<file path="config.mk">
export PLATFORM = sky130hd
export DESIGN_NAME = ram_req_bridge
export DESIGN_NICKNAME = d
export VERILOG_FILES = /design/src/rtl/ram_req_bridge.sv
export SDC_FILE = /design/constraint.sdc
export NUM_CORES = 1
export LEC_CHECK = 0
export ABC_AREA = 1
export CAP_MARGIN = 20
export CORE_ASPECT_RATIO = 1.1
export CORE_MARGIN = 1
export CORE_UTILIZATION = 37
export DETAILED_ROUTE_END_ITERATION = 10
export PLACE_DENSITY_LB_ADDON = 0.08
export RECOVER_POWER = 50
export SLEW_MARGIN = 25
export SYNTH_ARGS = -nofsm -noshare
export SYNTH_HDL_FRONTEND = slang
export SYNTH_SLANG_ARGS = --single-unit
</file>
<file path="constraint.sdc">
create_clock -name clk -period 1.6 [get_ports clk]
set_input_delay 0.32 -clock clk [delete_from_list [all_inputs] [get_ports clk]]
set_output_delay 0.32 -clock clk [all_outputs]
set_load 0.01 [all_outputs]
</file>
<file path="src/rtl/ram_req_bridge.sv">
// ram_req_bridge: valid/ready request channel to a 1R1W synchronous word RAM bridge.
//
// Ports:
//   clk, rst_n           clock (rising edge) and asynchronous active-low reset
//   i_req_*/o_req_ready  request channel: valid, wen, byte addr, wdata, wstrb
//   o_resp_*/i_resp_ready response channel: valid, rdata (0 for writes), err
//   i_ram_q              RAM registered read data (one-cycle latency, read-first)
//   o_ram_d, o_ram_wen   RAM write data / write enable
//   o_ram_*_address      RAM word addresses (write address always equals read address)
//
// Build option: define RAM_BRIDGE_RANGE_CHK_EN to reject out-of-range or misaligned
// requests with resp_err=1; otherwise addresses wrap and resp_err is always 0.
module ram_req_bridge #(
   parameter int          AW        = 10,
   parameter logic [31:0] BASE_ADDR = 32'h0000_0000
) (
   input  logic          clk,
   input  logic          rst_n,
   input  logic          i_req_valid,
   output logic          o_req_ready,
   input  logic          i_req_wen,
   input  logic [31:0]   i_req_addr,
   input  logic [31:0]   i_req_wdata,
   input  logic [3:0]    i_req_wstrb,
   output logic          o_resp_valid,
   input  logic          i_resp_ready,
   output logic [31:0]   o_resp_rdata,
   output logic          o_resp_err,
   input  logic [31:0]   i_ram_q,
   output logic [31:0]   o_ram_d,
   output logic [AW-1:0] o_ram_write_address,
   output logic [AW-1:0] o_ram_read_address,
   output logic          o_ram_wen
);
   typedef enum logic [1:0] {IDLE, READ, RMW, RESP} state_t;
   state_t        r_state, w_next;
   logic [31:0]   w_off, w_merge;
   logic [AW-1:0] w_idx;
   logic          w_err, w_acc, w_full, w_part, w_unused;
   logic [AW-1:0] r_idx;
   logic [31:0]   r_wdata, r_rdata;
   logic [3:0]    r_wstrb;
   logic          r_err;
   assign w_off    = i_req_addr - BASE_ADDR;
   assign w_idx    = w_off[AW+1:2];
   assign w_unused = ^{w_off[31:AW+2], w_off[1:0]};
`ifdef RAM_BRIDGE_RANGE_CHK_EN
   assign w_err = (i_req_addr < BASE_ADDR) || (w_off[31:AW+2] != '0) || (i_req_addr[1:0] != 2'b00);
`else
   assign w_err = 1'b0;
`endif
   assign w_acc  = i_req_valid && (r_state == IDLE);
   assign w_full = i_req_wen && (i_req_wstrb == 4'hF);
   assign w_part = i_req_wen && (i_req_wstrb != 4'hF) && (i_req_wstrb != 4'h0);
   // RMW merge: strobed bytes from the latched write data, the rest from the old word
   for (genvar b = 0; b < 4; b++) begin : g_merge
      assign w_merge[8*b +: 8] = r_wstrb[b] ? r_wdata[8*b +: 8] : i_ram_q[8*b +: 8];
   end
   always_ff @(posedge clk or negedge rst_n) begin
      if (!rst_n) r_state <= IDLE;
      else        r_state <= w_next;
   end
   always_comb begin
      w_next = r_state;
      case (r_state)
         IDLE:      if (w_acc) w_next = w_err ? RESP : !i_req_wen ? READ : w_part ? RMW : RESP;
         READ, RMW: w_next = RESP;
         RESP:      if (i_resp_ready) w_next = IDLE;
         default:   w_next = IDLE;
      endcase
   end
   // Gating with rst_n makes the write enable drop the moment reset asserts
   always_comb begin
      o_req_ready         = r_state == IDLE;
      o_resp_valid        = r_state == RESP;
      o_ram_read_address  = (r_state == IDLE) ? w_idx : r_idx;
      o_ram_write_address = (r_state == IDLE) ? w_idx : r_idx;
      o_ram_d             = (r_state == IDLE) ? i_req_wdata : w_merge;
      o_ram_wen           = rst_n && ((w_acc && w_full && !w_err) || (r_state == RMW));
   end
   always_ff @(posedge clk or negedge rst_n) begin
      if (!rst_n) begin
         r_idx   <= '0;
         r_wdata <= '0;
         r_wstrb <= '0;
         r_rdata <= '0;
         r_err   <= 1'b0;
      end else if (w_acc) begin
         r_idx   <= w_idx;
         r_wdata <= i_req_wdata;
         r_wstrb <= i_req_wstrb;
         r_rdata <= '0;
         r_err   <= w_err;
      end else if (r_state == READ) begin
         r_rdata <= i_ram_q;
      end
   end
   assign o_resp_rdata = r_rdata;
   assign o_resp_err   = r_err;
endmodule
</file>
-- Yosys cells after proc, flatten, opt, wreduce, memory -nomap -nowiden
Cells that the tools add are included.
- bits in registers: 80
- input port bits: 105
- output and inout bits: 88
- word-level logic and storage cells: 37
- eq/ne operators: 7
- multiplexer cells: 13
- reductions and logical operators: 12
- operators by type and width (operator ; number):
    32-bit two-way mux ; 3
    8-bit two-way mux ; 4
    10-bit two-way mux ; 1
    1-bit logical AND ; 6
    2-bit two-way mux ; 3
    2-bit one-hot mux with 3 select lines ; 1
    2-bit equality test, second input constant ; 2
    4-bit equality test, second input constant ; 1
    2-bit by 1-bit inequality test with 1-bit output, second input constant ; 2
    4-bit inequality test, second input constant ; 1
    4-bit nonzero test ; 1
    2-bit by 1-bit equality test with 1-bit output, second input constant ; 1
    2-bit logical NOT ; 1
    2-bit AND reduction ; 1
    2-bit nonzero test ; 1
    2-bit OR reduction ; 1
    1-bit logical OR ; 1
    1-bit two-way mux ; 1

-- Longest topological paths before layout
Gate-level depths: netlist (run 1).
- word-level depth: 7
- gate-level depth with buffers: 8
- gate-level depth less buffers: 7

-- Worst setup path before layout (run 1)
No wires, ideal clock.
- kind: reg2out
- start: register r_state[0]
- end: output o_ram_write_address[0]
- arrival: 1598 ps
- data required time: 1280 ps
- setup slack: -318 ps
- cell stages (with the launch flop): 8
- path buffers: 3
- cells stage by stage: dfrtp_1 inv_1 ha_1 buf_4 inv_1 clkbuf_1 o21ai_0 buf_4
- word-level cells in the longest chain between the ends: 2
- RTL lines (item ; line ; text):
    start: declaration ; 36 ; state_t r_state, w_next;
    start signal: assignment ; 61 ; else r_state <= w_next;
    2-bit logical NOT ; -- ;
    net o_req_ready ; 20 ; output logic o_req_ready,
    10-bit two-way mux ; 77 ; o_ram_write_address = (r_state == IDLE) ? w_idx : r_idx;
    end: declaration ; 31 ; output logic [AW-1:0] o_ram_write_address,
The timed path passes the listed nets, and every way through them passes these cells.

-- Worst setup path in the final report (run 1)
- start: register r_state[1]
- end: output o_ram_write_address[9]
- word-level cells in the longest chain between the ends: 2
- RTL lines (item ; line):
    2-bit logical NOT ; 77
    10-bit two-way mux ; 77
No other way between the ends.

==> results of run 1 <==
[power by group]
| part | total, W | leakage (nW) | internal, W | switching (W) |
|---|---|---|---|---|
| Sequential | 0.00365 | 0.973 | 0.00303 | 0.000623 |
| Clock | 0.00210 | 0.148 | 0.00129 | 0.000811 |
| Combinational | 0.00934 | 2.24 | 0.00471 | 0.00463 |
| Total | 0.0151 | 3.36 | 0.00902 | 0.00606 |
[critical path, delay by kind of cell (launching register included)]
kind	cells	cell delay, ns
adders and majority gates	1	0.22
AOI/OAI and AO/OA	1	0.15
buffers and inverters	5	0.55
DFF	1	0.39
[flip-flops by register name, indices dropped and copies added, names as in the netlist]
| signal | flops |
|---|---|
| r_state | 2 |
| o_resp_rdata | 32 |
| r_wdata | 32 |
| r_idx | 10 |
| r_wstrb | 4 |
[worst max path at each step]
stage                                   to  slack [ns]  cells after the start
detailed placement               o_ram_wen       -0.56                      8
global placement                 o_ram_wen       -0.55                      8
CTS                 o_ram_write_address[9]       -0.40                      7
global route                    o_ram_d[7]       -0.47                      7
floorplan           o_ram_write_address[6]       -0.04                      7
finish              o_ram_write_address[9]       -0.38                      7
[metrics by stage]
| stage | util (%) | TNS [ns] | cell area [um2] |
|---|---|---|---|
| after detailed placement | 61.36 | -31.97 | 6467 |
| after global routing | 67.09 | -28.21 | 7072 |
| after CTS | 64.97 | -18.93 | 6848 |
| final | 67.09 | -17.50 | 7072 |
| after global placement | 61.36 | -28.32 | 6467 |
| after floorplan | - | -0.6362 | 4387 |
[routing by layer]
metal	vias to the layer above	track usage, %	part of all wire (%)
li1	2078	-	-
met4	0	7.633	1.2
met1	2009	28.83	41
met5	-	0	0
met3	9	4.269	5.7
met2	139	40.27	52
[timing repair]
item,4_1_cts,5_1_grt
resized for setup,265,57
setup endpoints to repair,96,109
gates cloned,5,4
pin swaps,5,6
buffers inserted,6,2
[cells in the mapped netlist]
cell type  number  share of area (%)
o21ai_1        16                2.0
ha_1            4                1.2
conb_1          1              0.093
a22oi_1        33                6.1
nand2_1        91                8.4
buf_6           5                1.4
buf_2          14                1.7
buf_4          16                3.0
nand2_4         1               0.28
clkbuf_1        9               0.83
clkinv_1        4               0.37
nor2_1         75                7.0
nand3_1         1               0.12
a21oi_1        38                4.7
o21ai_0        69                8.5
dfrtp_1        80                 49
inv_1          52                4.8
[cells by family after synthesis]
| kind of cell | share of synthesized area [%] |
|---|---|
| compound gates | 21.32 |
| fa+ha+maj | 1.236 |
| buf+inv | 12.11 |
| flops | 49.44 |
| other cells | 0.09262 |
| simple gates | 15.79 |
[area by class of cell]
| type | count | area [um2] |
|---|---|---|
| fill | 900 | 3468 |
| clock inverter | 5 | 55.05 |
| clock buffer | 11 | 252.7 |
| multi-input combinational | 329 | 1956 |
| inverter | 56 | 215.2 |
| sequential | 80 | 2002 |
| tap | 143 | 178.9 |
| timing repair buffer | 250 | 2412 |
==> results.ini, run 1 <==
[setup_path]
path_cells = inv_2 > ha_4 > inv_4 > buf_12 > buf_12 > o21ai_4 > buf_6
worst-r2r-setup-slack_ns = 0.03
critPathRequiredTime_ns = 1.28
cp_launch_type = flop
critical_path.max_fanout = 8
critical-path-max-stage-delay_ns = 0.39
cp-end-kind = primary output
slowest_stage = dfrtp_1
timing.rr.end = r_idx[0]
critical_path_class = flop to primary output
reg2regPathDepth = 7
r2r-start = r_state[1]
startpoint = r_state[1]
worst_ep_arrival_time_ns = 1.66
crit_top_cell = buf_12

[floorplanning]
start_util_pct = 38.41
count_of_standard_cell_rows = 39
core_area_um2 = 10540
io_pins = 193
die-area_um2 = 11370
die_w_um = 101.7
die_height_um = 111.7

[sta]
worst_slew_pin_slew_ns = 1.065
final.period_utilization_pct = 123.6
max_clock_freq_ghz = 0.5055
finalHoldViolations = 0
clock_skew_ns = 0.006151
postLayoutSetupSlackWorst_ns = -0.3783
setup_violations = 54
grt_setup_unrepaired = true
drv_slew = 0
minimum_clock_period_after_layout_ns = 1.978
hold-worst-slack_ns = 0.3239
maxSlewHeadroom_pct = 29.03

[clock_tree]
cts.path.max_buffers = 2
clkSlewWorstSetupHoldPaths_ns = 0.06
tritoncts = done
clk_root_buffer_cell = clkbuf_16
tritoncts_num_sinks = 80
cts_max_level = 3
hold_buffers = 0
insertion_delay_ns = 0.33
numCtsBuffers = 9

[cells_and_area]
area_growth_pct = 74.66
layout.cells.non_filler = 874
layout.cells.most_common = clkdlybuf4s50_1
fin_nets = 835
num_antenna_cells = 0
layout.cells.most_common_list = clkdlybuf4s50_1, nand2_1, dfrtp_1
drive_above_1_share_pct = 31.33

[power_and_ir_drop]
vdd_ir_drop_max_uv = 1035
power_leakage_nw = 3.358
pwr_dens_nw_per_um2 = 2133
power_w = 0.01508

[placement]
gpl.final_weighted_congestion = 0.7896
port-buffer-count = 169
dpl_worst_slack_ns = -0.5554
dpl.cell_count = 842
hpwlAfterDp_um = 8634

[grt]
grt.overflow.total = 0
grt_first_pass_wirelength_um = 20560
groute.usage.overall_pct = 23.25
antenna_found_initial = 0
pin_count_of_the_biggest_net_entering_global_routing = 72
first_global_vias = 4313

[yosys]
synthDistinctLibCells = 17
ys_warn_count = 0
postSynthAreaPerCell_um2 = 7.955
mappedNetlistArea_um2 = 4049
synth_sequential_area_ratio_pct = 49.44
synth.ff_latch_count = 80
syn-num-nets = 618
post_synth_inst_count = 509

[job]
drv.max_cap_violation_count = 0

[detailed_routing]
wirelength_um = 13240
drc_errors = 0
starting_drc_count_in_detailed_routing = 184
detail_route.vias_per_cell = 4.846
wire_per_inst_um = 15.15
routed-via-count = 4235
route.antenna.remaining_nets = 0
drt-pass1-iter-count = 4

[status]
result_of_the_run = finished with violations
failed_checks = setup timing

[min_path]
hold_path.class = input pin to asynchronous set/reset pin

Note: power is estimated with default switching activity, not from simulation.
==> run 2: changes to the inputs <==
ABC_AREA = not set   (was 1)
CORE_UTILIZATION = 38   (was 37)
==> results.ini, run 2 <==
[detailed_routing]
detail_route.vias_per_cell = 4.848
wirelength_um = 13010
drc_errors = 0
route.antenna.remaining_nets = 0
wire_per_inst_um = 17.55
drt-pass1-iter-count = 4
starting_drc_count_in_detailed_routing = 101
routed-via-count = 3592

[clock_tree]
tritoncts_num_sinks = 80
cts_max_level = 3
clk_root_buffer_cell = clkbuf_16
insertion_delay_ns = 0.33
cts.path.max_buffers = 2
hold_buffers = 0
tritoncts = done
numCtsBuffers = 9
clkSlewWorstSetupHoldPaths_ns = 0.06

[yosys]
netlist.area_leader.share_pct = 47.14
asyncSetResetFlopFracSynth_pct = 100.0
synth_sequential_area_ratio_pct = 47.14
synthMuxAreaShare_pct = 34.38
synthDistinctLibCells = 22
post_synth_inst_count = 352
synth.area.top_cells = dfrtp_1, mux2_4, mux2i_1
ys_warn_count = 0
dominant_combinational_cell_family_by_area_after_synthesis = multiplexers
synthMostInstantiatedCell = dfrtp_1
yosys.area_share.simple_pct = 6.394
number_of_flops_mapped_to_enable_cells_by_yosys = 0
synth_area_leader_cell = dfrtp_1
synth.ff_latch_count = 80
yosys_most_used_dff = dfrtp_1
synth_compound_area_share_pct = 4.596
synth_xor_xnor_area_share_pct = 0
postSynthAreaPerCell_um2 = 12.06
syn-num-nets = 461
synthTopCellsByCount = dfrtp_1, mux2i_1, mux2_4, nand2_1
mappedNetlistArea_um2 = 4247
synth_fa_ha_area_share_pct = 1.179

[power_and_ir_drop]
vdd_ir_drop_max_uv = 1095
power_leakage_nw = 3.535
pwr_dens_nw_per_um2 = 2139

[cells_and_area]
fin_nets = 698
num_antenna_cells = 0
fillcell_total = 836
drive_above_1_share_pct = 50.00
post-route-cell-area_um2 = 7612
layout.cells.most_common = clkdlybuf4s50_1
area_growth_pct = 79.26
layout.cells.most_common_list = clkdlybuf4s50_1, dfrtp_1, mux2i_1
layout.cells.non_filler = 741

[status]
result_of_the_run = finished with violations
failed_checks = setup timing

[placement]
hpwlAfterDp_um = 7397
gpl.final_weighted_congestion = 0.7495
port-buffer-count = 169
dpl_worst_slack_ns = -0.5205
detailed_place.area_um2 = 6434
dpl.cell_count = 688

[sta]
hold-worst-slack_ns = 0.5133
grt_setup_unrepaired = true
maxSlewHeadroom_pct = 24.11
clock_skew_ns = 0.003867
max_clock_freq_ghz = 0.4927
worst_slew_pin_slew_ns = 1.138
postLayoutSetupSlackWorst_ns = -0.4297
setup_violations = 121
minimum_clock_period_after_layout_ns = 2.030
final.period_utilization_pct = 126.9
drv_slew = 0
finalHoldViolations = 0

[floorplanning]
core_area_um2 = 10910
io_pins = 193
count_of_standard_cell_rows = 40
die_w_um = 102.8
die-area_um2 = 11600
start_util_pct = 38.92
die_height_um = 112.9

[min_path]
hold_path.class = flop to flop

[setup_path]
critical_path.max_fanout = 6
cp-end-kind = primary output
worst_ep_arrival_time_ns = 1.71
cp_launch_type = flop
critPathRequiredTime_ns = 1.28
critical_path_class = flop to primary output

[grt]
first_global_vias = 3890
grt_first_pass_wirelength_um = 20040
groute.usage.overall_pct = 22.77
pin_count_of_the_biggest_net_entering_global_routing = 81
antenna_found_initial = 0
grt.overflow.total = 0

[job]
drv.max_cap_violation_count = 0

## run 2: critical path: stages, from the launching register on
cell     delay, ns
dfrtp_1       0.39
inv_2         0.09
ha_4          0.22
buf_6         0.12
buf_8         0.11
mux2_4        0.32
buf_6         0.12
## run 2: logic make-up after synthesis
family | after synthesis
muxes | 122
DFF | 80
and+or+nand+nor | 69
buffers and inverters | 40
AOI/OAI and AO/OA | 36
adders and majority gates | 4
other | 1
## run 2: final timing paths
kind | slack, ns | endpoint | depth (start not counted) | from
worst min-delay path | 0.51 | r_wdata[26] | 1 | r_wdata[26]
max in group asynchronous | 0.24 | r_wstrb[2] | 2 | rst_n
min in group asynchronous | 0.57 | r_wdata[15] | 2 | rst_n
worst max-delay path | -0.43 | o_ram_write_address[3] | 6 | r_state[1]
worst min register to register | 0.51 | r_wdata[26] | 1 | r_wdata[26]
worst max register to register | -0.19 | r_wdata[13] | 8 | r_state[1]
## run 2: metal layers
layer / vias up / track usage (%) / routed length, um
met4: 0 / 7.606 / 166
met3: 13 / 3.953 / 615
met1: 1787 / 28.93 / 5651
met2: 106 / 38.84 / 6573
li1: 1686 / - / -
met5: - / 0 / 0
## run 2: stage by stage
stage	util (%)	total power (W)	TNS (ns)
floorplan	-	0.008147	-0.4251
finish	69.77	0.01629	-25.57
global route	69.77	0.01716	-33.94
global placement	58.97	0.01189	-27.31
detailed placement	58.97	0.01200	-27.96
CTS	67.95	0.01572	-27.94
## run 2: final cells by class
class                   instances  area [um2]  share of cell area, %
well taps                     147       183.9                  2.416
inverters                       4       15.01                 0.1972
repair buffers                262        2715                  35.67
flip-flops and latches         80        2003                  26.31
clock inverters                 5       55.05                 0.7232
multi-input cells             232        2387                  31.36
clock buffers                  11       252.7                  3.320
## run 2: power breakdown
group / total [W] / switching, W / leakage, nW / internal, W
Combinational: 0.0105 / 0.00429 / 2.42 / 0.00617
Sequential: 0.00371 / 0.000667 / 0.967 / 0.00305
Clock: 0.00212 / 0.000833 / 0.148 / 0.00129
## run 2: timing repair
action / 4_1_cts / 5_1_grt
endpoints found under the hold margin: 0 / 0
setup buffers: 26 / 14
resized for setup: 353 / 114
cloned: 13 / 1
endpoints found under the setup margin: 102 / 139
pin swaps: 8 / 20
==> run 3: changes to the inputs <==
MAX_ROUTING_LAYER = met4   (was not set)
==> results.ini, run 3 (synthesis gave the netlist of run 2 again) <==
[clock_tree]
tritoncts = done
cts_max_level = 3
tritoncts_num_sinks = 80
clk_root_buffer_cell = clkbuf_16
clkSlewWorstSetupHoldPaths_ns = 0.06
insertion_delay_ns = 0.33
numCtsBuffers = 9
cts.path.max_buffers = 2

[setup_path]
slowest_stage = dfrtp_1
crit_top_cell = buf_6
critical_path.max_fanout = 6
critPathRequiredTime_ns = 1.28
worst-r2r-setup-slack_ns = -0.18
critical-path-max-stage-delay_ns = 0.39
path_cells = inv_2 > ha_4 > buf_6 > buf_8 > mux2_4 > buf_6
cp_launch_type = flop
critical_path_class = flop to primary output
cp-end-kind = primary output
worst_ep_arrival_time_ns = 1.71

[cells_and_area]
area_growth_pct = 79.26
post-route-cell-area_um2 = 7612
layout.cells.non_filler = 741
layout.cells.most_common = clkdlybuf4s50_1
num_antenna_cells = 0
drive_above_1_share_pct = 50.00
final_core_util_pct = 69.77
layout.cells.most_common_list = clkdlybuf4s50_1, dfrtp_1, mux2i_1
fin_nets = 698

[min_path]
hold_path.class = flop to flop

[placement]
dpl.cell_count = 688
gpl.final_weighted_congestion = 0.7591
detailed_place.area_um2 = 6434
hpwlAfterDp_um = 7397
port-buffer-count = 169

[floorplanning]
core_area_um2 = 10910
start_util_pct = 38.92
die_w_um = 102.8
die-area_um2 = 11600
io_pins = 193
die_height_um = 112.9
count_of_standard_cell_rows = 40

[power_and_ir_drop]
pwr-share-comb_pct = 64.2
internal-power_w = 0.01050
switching_share_pct = 35.51
switching_power_w = 0.005781
vdd_ir_drop_max_uv = 1092
share_seq_of_total_power_pct = 22.8
clock_power_share_pct = 13.0
pwr_dens_nw_per_um2 = 2139
power_leakage_nw = 3.535

[grt]
first_global_vias = 3887
grt_first_pass_wirelength_um = 20040
antenna_found_initial = 0
groute.usage.overall_pct = 23.45
pin_count_of_the_biggest_net_entering_global_routing = 81
grt.overflow.total = 0

[sta]
clock_skew_ns = 0.003563
timing.setup.tns_ns = -25.40
hold-worst-slack_ns = 0.5135
minimum_clock_period_after_layout_ns = 2.028
maxSlewHeadroom_pct = 23.51
grt_setup_unrepaired = true
final.period_utilization_pct = 126.7
postLayoutSetupSlackWorst_ns = -0.4280
finalHoldViolations = 0
max_clock_freq_ghz = 0.4931
drv_slew = 0
worst_slew_pin_slew_ns = 1.147
setup_violations = 121

[detailed_routing]
routed-via-count = 3607
detail_route.vias_per_cell = 4.868
drc_errors = 0
wire_per_inst_um = 17.55
route.antenna.remaining_nets = 0
drt-pass1-iter-count = 4
wirelength_um = 13010
starting_drc_count_in_detailed_routing = 87

[status]
result_of_the_run = finished with violations
failed_checks = setup timing

[job]
drv.max_cap_violation_count = 0

run 3: cell counts in the layout (fill, tap and decap cells not counted):
Identical to the previous run, type by type.
run 3: power by group through the flow:
stage / combinational [W] / sequential [W] / clock [W]
after floorplan: 0.00449 / 0.00366 / 0
after global placement: 0.00824 / 0.00365 / 0
after detailed placement: 0.00831 / 0.00369 / 0
after CTS: 0.00986 / 0.00369 / 0.00217
after global routing: 0.0111 / 0.00383 / 0.00226
final: 0.0104 / 0.00371 / 0.00212
run 3: stage by stage:
step / total power (W) / setup slack (ns)
3_3_place_gp: 0.01189 / -0.5139
2_1_floorplan: 0.008147 / -0.04306
3_5_place_dp: 0.01200 / -0.5205
5_1_grt: 0.01716 / -0.4971
4_1_cts: 0.01572 / -0.4463
6_report: 0.01628 / -0.4280
run 3: routing by layer:
metal / up-vias / share of wire, % / GRT usage, %
met5: - / 0 / -
met1: 1807 / 43 / 29.37
met2: 104 / 51 / 38.84
met4: 0 / 1.3 / 7.606
li1: 1684 / - / -
met3: 12 / 4.3 / 3.274
run 3: worst max-delay path, delay by kind of cell (launching register included):
kind	cells	cell delay, ns
muxes	1	0.32
adders and majority gates	1	0.22
DFF	1	0.39
buffers and inverters	4	0.44
run 3: final timing paths:
| kind | startpoint | end | cells past startpoint |
|---|---|---|---|
| worst max-delay path | r_state[1] | o_ram_write_address[3] | 6 |
| worst min-delay path | r_wdata[26] | r_wdata[26] | 1 |
| worst max register to register | r_state[1] | r_wdata[13] | 8 |
| worst min register to register | r_wdata[26] | r_wdata[26] | 1 |
| max in group asynchronous | rst_n | r_wstrb[2] | 2 |
| min in group asynchronous | rst_n | r_wdata[15] | 2 |
run 3: final cells by class:
cell class                 instances  area, um2
multi-input combinational        232       2387
inverter                           4      15.01
tap                              147      183.9
timing repair buffer             262       2715
sequential                        80       2003
fill                             836       3298
clock buffer                      11      252.7
clock inverter                     5      55.05
run 3: repair_timing:
action / CTS / global route
setup endpoints to repair: 102 / 139
setup buffers: 26 / 14
hold buffers: 0 / 0
cloned: 13 / 1
pin swaps: 8 / 20
gates resized for setup: 353 / 114
